--- src/rtl/if_stage.sv ---
// Instruction-fetch stage: PC generation, instruction SRAM request/response
// handling with a single outstanding fetch, a one-entry instruction buffer for
// decode stalls, and branch redirect with wrong-path cancellation.
module if_stage #(
    parameter logic [31:0] RESET_PC = 32'h1c000000
) (
    input  logic        clk,
    input  logic        reset,
    input  logic        ds_allowin,
    input  logic [32:0] br_collect,
    output logic        fs_to_ds_valid,
    output logic [63:0] fs_to_ds_bus,
    output logic        inst_sram_req,
    output logic        inst_sram_wr,
    output logic [1:0]  inst_sram_size,
    output logic [3:0]  inst_sram_wstrb,
    output logic [31:0] inst_sram_addr,
    output logic [31:0] inst_sram_wdata,
    input  logic        inst_sram_addr_ok,
    input  logic        inst_sram_data_ok,
    input  logic [31:0] inst_sram_rdata
);

    logic        fs_valid_q, fs_valid_d;
    logic [31:0] fs_pc_q, fs_pc_d;
    logic        fs_waiting_q, fs_waiting_d;
    logic [31:0] inst_buf_q, inst_buf_d;
    logic        inst_buf_valid_q, inst_buf_valid_d;
    logic        br_buf_valid_q, br_buf_valid_d;
    logic [31:0] br_buf_target_q, br_buf_target_d;
    logic        cancel_q, cancel_d;
    logic        req_hold_q, req_hold_d;
    logic [31:0] req_addr_q, req_addr_d;
    // held request was fetched from a redirect target (br_taken or br_buf)
    logic        req_from_br_q, req_from_br_d;
    // held request became wrong-path because a redirect arrived while it waited
    logic        req_stale_q, req_stale_d;

    logic        br_taken;
    logic [31:0] br_target;
    logic        fs_ready_go;
    logic        fs_xfer;
    logic        stage_free;
    logic        no_outstanding;
    logic        req_start;
    logic        req_accept;
    logic        stale_now;
    logic        from_br_now;
    logic [31:0] next_pc;

    assign br_taken  = br_collect[32];
    assign br_target = br_collect[31:0];

    assign inst_sram_wr    = 1'b0;
    assign inst_sram_size  = 2'd2;
    assign inst_sram_wstrb = 4'h0;
    assign inst_sram_wdata = 32'h0;

    // Request generation, decode handshake and redirect bookkeeping helpers
    always_comb begin
        fs_ready_go    = inst_buf_valid_q | (fs_waiting_q & inst_sram_data_ok & ~cancel_q);
        fs_to_ds_valid = ~reset & fs_valid_q & fs_ready_go;
        fs_to_ds_bus   = {(inst_buf_valid_q ? inst_buf_q : inst_sram_rdata), fs_pc_q};
        fs_xfer        = fs_to_ds_valid & ds_allowin;

        no_outstanding = ~fs_waiting_q | inst_sram_data_ok;
        stage_free     = ~fs_valid_q | fs_xfer | br_taken;
        req_start      = ~reset & ~req_hold_q & no_outstanding & stage_free;

        if (br_taken)            next_pc = br_target;
        else if (br_buf_valid_q) next_pc = br_buf_target_q;
        else                     next_pc = fs_pc_q + 32'd4;

        inst_sram_req  = ~reset & (req_hold_q | req_start);
        inst_sram_addr = req_hold_q ? req_addr_q : next_pc;
        req_accept     = inst_sram_req & inst_sram_addr_ok;

        stale_now      = req_hold_q & (req_stale_q | br_taken);
        from_br_now    = req_hold_q ? req_from_br_q : (br_taken | br_buf_valid_q);
    end

    // Next-state computation for all stage registers
    always_comb begin
        fs_valid_d = fs_valid_q;
        if (fs_xfer | br_taken) fs_valid_d = 1'b0;
        if (req_accept)         fs_valid_d = ~stale_now;

        fs_pc_d = req_accept ? inst_sram_addr : fs_pc_q;

        fs_waiting_d = fs_waiting_q;
        if (inst_sram_data_ok) fs_waiting_d = 1'b0;
        if (req_accept)        fs_waiting_d = 1'b1;

        inst_buf_d       = inst_buf_q;
        inst_buf_valid_d = inst_buf_valid_q;
        if (fs_waiting_q & inst_sram_data_ok & ~cancel_q & ~ds_allowin) begin
            inst_buf_d       = inst_sram_rdata;
            inst_buf_valid_d = 1'b1;
        end
        if (fs_xfer | br_taken) inst_buf_valid_d = 1'b0;

        // a target request accepted in the redirect cycle needs no buffering
        br_buf_valid_d  = br_buf_valid_q;
        br_buf_target_d = br_buf_target_q;
        if (req_accept & from_br_now & ~stale_now) br_buf_valid_d = 1'b0;
        if (br_taken & ~(req_accept & ~req_hold_q)) begin
            br_buf_valid_d  = 1'b1;
            br_buf_target_d = br_target;
        end

        cancel_d = cancel_q;
        if (inst_sram_data_ok & cancel_q)                     cancel_d = 1'b0;
        if (br_taken & fs_waiting_q & ~inst_sram_data_ok)     cancel_d = 1'b1;
        if (req_accept & stale_now)                           cancel_d = 1'b1;

        req_hold_d    = inst_sram_req & ~inst_sram_addr_ok;
        req_addr_d    = inst_sram_addr;
        req_stale_d   = req_hold_d & stale_now;
        req_from_br_d = req_hold_d & from_br_now;
    end

    // State register with synchronous reset
    always_ff @(posedge clk) begin
        if (reset) begin
            fs_valid_q       <= 1'b0;
            fs_pc_q          <= RESET_PC - 32'd4;
            fs_waiting_q     <= 1'b0;
            inst_buf_q       <= 32'h0;
            inst_buf_valid_q <= 1'b0;
            br_buf_valid_q   <= 1'b0;
            br_buf_target_q  <= 32'h0;
            cancel_q         <= 1'b0;
            req_hold_q       <= 1'b0;
            req_addr_q       <= 32'h0;
            req_from_br_q    <= 1'b0;
            req_stale_q      <= 1'b0;
        end else begin
            fs_valid_q       <= fs_valid_d;
            fs_pc_q          <= fs_pc_d;
            fs_waiting_q     <= fs_waiting_d;
            inst_buf_q       <= inst_buf_d;
            inst_buf_valid_q <= inst_buf_valid_d;
            br_buf_valid_q   <= br_buf_valid_d;
            br_buf_target_q  <= br_buf_target_d;
            cancel_q         <= cancel_d;
            req_hold_q       <= req_hold_d;
            req_addr_q       <= req_addr_d;
            req_from_br_q    <= req_from_br_d;
            req_stale_q      <= req_stale_d;
        end
    end

endmodule

--- config.mk ---
export PLATFORM = sky130hd
export DESIGN_NAME = if_stage
export DESIGN_NICKNAME = d
export VERILOG_FILES = /design/src/rtl/if_stage.sv
export SDC_FILE = /design/constraint.sdc
export NUM_CORES = 1
export LEC_CHECK = 0
export ABC_AREA = 1
export CAP_MARGIN = 20
export CORE_UTILIZATION = 30
export DETAILED_ROUTE_END_ITERATION = 7
export SLEW_MARGIN = 20
export SYNTH_ARGS = -nofsm -noshare
export SYNTH_HDL_FRONTEND = slang
export SYNTH_SLANG_ARGS = --single-unit
--- constraint.sdc ---
create_clock -name clk -period 2.3 [get_ports clk]
set_clock_uncertainty 0.15 [all_clocks]
set_input_delay 0.46 -clock clk [delete_from_list [all_inputs] [get_ports clk]]
set_output_delay 0.46 -clock clk [all_outputs]
set_load 0.005 [all_outputs]
After elaboration in Yosys (flattened, before gate mapping)
Index checks and enable logic that the tools add are counted.

Flip-flop bits (word level): 136. Output and inout bits: 137. Word-level logic and storage cells: 73.

$add $sub $neg: 1. Muxes and demuxes: 14. Bitwise logic cells: 41. Reductions and logical operators: 5.

Operator list (count): $mux 32 (4); $add 32x3->32 const B (1); $and 1x1->1 (23); $mux 1 (10); $not 1->1 (10); $or 1x1->1 (8); $reduce_bool 2->1 (3); $reduce_bool 3->1 (1); $reduce_or 2->1 (1).

Logic depth before layout (Yosys ltp)
Word-level depth: 15. Mapped depth: 14. Depth with buffers taken out: 14.

Worst setup path before layout
Ideal clock, no wire load.

Kind: register to output. Start: reg fs_pc_q[2]. End: out inst_sram_addr[30]. Data arrival time: 1.475 ns. Setup slack: 0.215 ns. Cell stages (with the launch flop): 12. Cell sequence: dfxtp_1 -> ha_1 -> inv_1 -> nor2_1 -> nand2_2 -> nor2_4 -> nand3b_1 -> nand2_1 -> nand2_1 -> nand2_1 -> nand2_1 -> nand2_1.

Cells in the longest elaborated chain, start to end: 4.

Ends and longest elaborated chain: start: declaration (line 25) `logic [31:0] fs_pc_q, fs_pc_d;`; start signal: assignment (line 126) `fs_pc_q <= RESET_PC - 32'd4;`; start signal: assignment (line 139) `fs_pc_q <= fs_pc_d;`; $add 32x3->32 (line 72) `else next_pc = fs_pc_q + 32'd4;`; $mux 32 (line 71) `else if (br_buf_valid_q) next_pc = br_buf_target_q;`; $mux 32 (line 70) `if (br_taken) next_pc = br_target;`; $mux 32 (line 75) `inst_sram_addr = req_hold_q ? req_addr_q : next_pc;`; end: declaration (line 17) `output logic [31:0] inst_sram_addr,`.

Every way passes these cells.

Worst setup path after layout
Start: reg fs_pc_q[7]. End: out inst_sram_addr[30].

Same word-level chain as after synthesis.

==> results.tsv <==
stage	metric	value	unit
grt	antenna_found_initial	0	
yosys	syn_area	7310	um^2
power_and_ir_drop	power_switching	2550	uW
yosys	ys_seq_elements	136	
cts	cts_tree	done	
power_and_ir_drop	comb_power_share	31.9	%
route	avgViaCountPerCell	4.60	
cts	cts_buffers	17	
placement	place_hpwl	16800	um
power_and_ir_drop	p_leak	0.00602	uW
min_path	hold_class	register to register	
power_and_ir_drop	clockPowerShare	35.8	%
power_and_ir_drop	total_power	8320	uW
sta	fmax	375	MHz
sta	min_period	2.66	ns
cells_and_area	nets	1592	
die	fp.dieH	158	um
power_and_ir_drop	pwr-share-seq	32.3	%
die	num_rows	56	
setup_path	r2r_start	fs_pc_q[3]$_SDFFE_PP1P_	
setup_path	crit_path_end_kind	primary output	
route	route.detailed.drc	0	
placement	post-place-cells	1737	
yosys	ys_top_cells_by_area	dfxtp_1 37%, nand2_1 22%, nor2_1 11%	
die	die_w	158	um
route	ant_nets	0	
power_and_ir_drop	p_int	5770	uW
setup_path	cp-startpoint	fs_pc_q[7]$_SDFFE_PP1P_	
status	status	finished, violations left	
cts	cts_hold_buf	0	
cells_and_area	fin_cells	1853	
yosys	yosysTopAreaCellShare	37.2	%
route	wl	26000	um
sta	tightestPinTransition	0.677	ns
sta	maxSlewHeadroom	54.9	%
grt	grt_use_total	20.5	%
run	maxCapViolations	0	
die	io_pins	207	
setup_path	worstPathRequired	1.69	ns
cts	cts_num_sinks	136	
setup_path	arrival	2.05	ns
yosys	synth_cells	1187	
cts	cts-root-buf	clkbuf_16	
route	drt-wirelength-per-cell	14.0	um
sta	period_share	116	%
sta	fin_ws	-0.364	ns
sta	setup_violations	27	
power_and_ir_drop	power.switching_fraction	30.6	%
route	vias	8522	
setup_path	cp-endpoint	inst_sram_addr[30]	
yosys	ys_types	33	
die	start_util	30.9	%
setup_path	cp-start-kind	register	
power_and_ir_drop	ir_worst_vdd	0.461	mV
cells_and_area	syn_to_final_growth	65.3	%
sta	hold_slack	0.322	ns
sta	finalHoldViolations	0	
sta	slew_viol_final	0	
grt	grt_pass1_vias	8016	
die	die_area	25000	um^2
route	firstDrtPassIters	5	
setup_path	reg2regPathDepth	16	
setup_path	criticalPathCategory	register to primary output	
min_path	hold_start	req_addr_q[18]$_SDFF_PP0_	
status	violations	negative setup slack	
power_and_ir_drop	power.density	689	nW/um^2
cells_and_area	final_cell_area	12100	um^2
placement	gp_congestion	0.837	
cts	clk_pin_slew	0.06	ns
yosys	synth_top_area_cell	dfxtp_1	
route	first_iter_violations	539	
setup_path	rrSetupSlack	0	ns
cts	cts_buffer_depth	2	
cells_and_area	drive_gt1_share	29.3	%
placement	placed_area	10000	um^2
setup_path	crit_fanout	3	
cells_and_area	n_antenna_cell	0	
yosys	ys_warn_count	0	
cts	worstSkewPairLatency	0.43	ns
grt	grt_max_degree	66	
grt	grt_pass1_wl	39900	um
yosys	synth_area_per_cell	6.16	um^2
grt	overflow	0	
sta	rsz0062_at_grt	true	
yosys	ys_seq_area_share	37.2	%
die	coreArea	23700	um^2
setup_path	rr_endpoint	fs_pc_q[5]$_SDFFE_PP1P_	
placement	numPortBuffers	167	
cts	cts-htree-levels	4	
-- power groups by stage --
stage	combinational, uW	clock, uW	sequential (uW)
after global routing	2890	3130	2710
after floorplan	986	0	2700
final	2650	2980	2690
after global placement	2020	0	2700
after detailed placement	2030	0	2710
after CTS	2420	3030	2670
-- logic make-up (layout without fill, tap and decap cells) --
| family | count (synthesis) | count (layout) | synth area share [%] |
|---|---|---|---|
| and+or+nand+nor | 717 | 717 | 39.3 |
| AOI/OAI and AO/OA | 161 | 161 | 11.3 |
| other | 2 | 39 | 0.103 |
| buffers and inverters | 165 | 475 | 11.3 |
| DFF | 136 | 136 | 37.2 |
| adders and majority gates | 1 | 1 | 0.171 |
| xor gates and xnor gates | 5 | 5 | 0.599 |
-- timing repair --
item	in CTS	in global routing
pin swaps	75	70
gates cloned	2	1
gates resized for setup	280	140
setup buffers	60	34
endpoints found under the setup margin	66	59
-- synth_stat cells --
cell,n
inv_4,1
o21ai_1,10
a21oi_1,95
nand3b_1,4
buf_2,12
nand2_4,1
ha_1,1
dfxtp_1,136
conb_1,2
nor2_1,210
nor2_2,6
nand2_1,426
a21boi_0,3
nand4_1,2
nand3_2,2
a22oi_1,2
inv_2,9
and2_1,1
inv_1,52
buf_6,2
nand2_2,6
buf_1,8
o21bai_1,3
nor2_4,3
a31oi_1,1
a21boi_1,1
o21ai_0,46
nand3_4,1
nand3_1,55
clkinv_1,2
buf_4,46
xor2_1,5
clkbuf_1,33
-- registers in the layout, indices dropped and copies added (netlist names) --
register / cells
req_stale_q: 1
req_addr_q: 32
br_buf_valid_q: 1
fs_waiting_q: 1
fs_pc_q: 32
br_buf_target_q: 32
inst_buf_q: 32
cancel_q: 1
req_hold_q: 1
inst_buf_valid_q: 1
fs_valid_q: 1
req_from_br_q: 1
-- cell usage in the layout (no fill, tap or decap), types with 5 or more instances in the layout --
| master | count |
|---|---|
| buf_12 | 13 |
| nor2_2 | 14 |
| clkdlybuf4s50_1 | 102 |
| nand3_2 | 8 |
| nand3_1 | 47 |
| inv_1 | 50 |
| buf_2 | 16 |
| nor2_4 | 24 |
| dfxtp_1 | 107 |
| buf_4 | 168 |
| conb_1 | 39 |
| dfxtp_2 | 12 |
| nand2_1 | 361 |
| dlygate4sd2_1 | 15 |
| buf_6 | 37 |
| dfxtp_4 | 17 |
| nand2_2 | 52 |
| nor2_1 | 181 |
| nand2_4 | 20 |
| clkbuf_2 | 5 |
| o21ai_1 | 12 |
| inv_2 | 9 |
| a21oi_1 | 92 |
| dlymetal6s2s_1 | 20 |
| o21ai_0 | 40 |
| clkbuf_16 | 18 |
-- layer usage --
metal	vias to the layer above	part of all wire, %	wire, um	global-route usage (%)
li1	4293	-	-	-
met1	3909	42	10900	24.1
met2	287	48	12500	35.4
met3	33	8.1	2100	6.05
met4	0	1.9	488	6.36
met5	-	0	0	0
-- worst min-delay path by stage --
stage / endpoint / slack (ns) / cells after the start
6_report: req_addr_q[18]$_SDFF_PP0_ / 0.32 / 2
5_1_grt: br_buf_target_q[4]$_SDFFE_PP0P_ / 0.33 / 2
4_1_cts: req_addr_q[12]$_SDFF_PP0_ / 0.32 / 2
3_5_place_dp: br_buf_target_q[0]$_SDFFE_PP0P_ / 0.31 / 2
3_3_place_gp: br_buf_target_q[25]$_SDFFE_PP0P_ / 0.30 / 2
2_1_floorplan: br_buf_target_q[0]$_SDFFE_PP0P_ / 0.29 / 2
-- final cells by class --
| type | count | area, um^2 |
|---|---|---|
| clock inverter | 11 | 170 |
| clock buffer | 21 | 460 |
| timing repair buffer | 379 | 3530 |
| tap | 319 | 399 |
| multi-input combinational | 923 | 4460 |
| fill | 2302 | 11600 |
| inverter | 64 | 263 |
| sequential | 136 | 2800 |
-- stage by stage --
step           utilization (%)  TNS (ns)  setup slack (ns)
4_1_cts                   48.7     -6.93            -0.333
2_1_floorplan                -         0             0.215
5_1_grt                   51.0     -8.46            -0.481
6_report                  51.0     -5.62            -0.364
3_5_place_dp              42.3    -10.47            -0.420
3_3_place_gp              42.3     -7.46            -0.370
-- critical path: stages, from the launching register on --
cell,delay [ns]
dfxtp_4,0.37
nand2_1,0.10
nor2_1,0.22
nand2_4,0.11
nor2_4,0.15
buf_6,0.12
nand2_2,0.04
nand2_1,0.05
nand2_1,0.06
nand2_1,0.07
nand2_1,0.05
nand2_1,0.08
nand2_1,0.07
buf_2,0.13
Note: power is estimated with default switching activity, not from simulation.
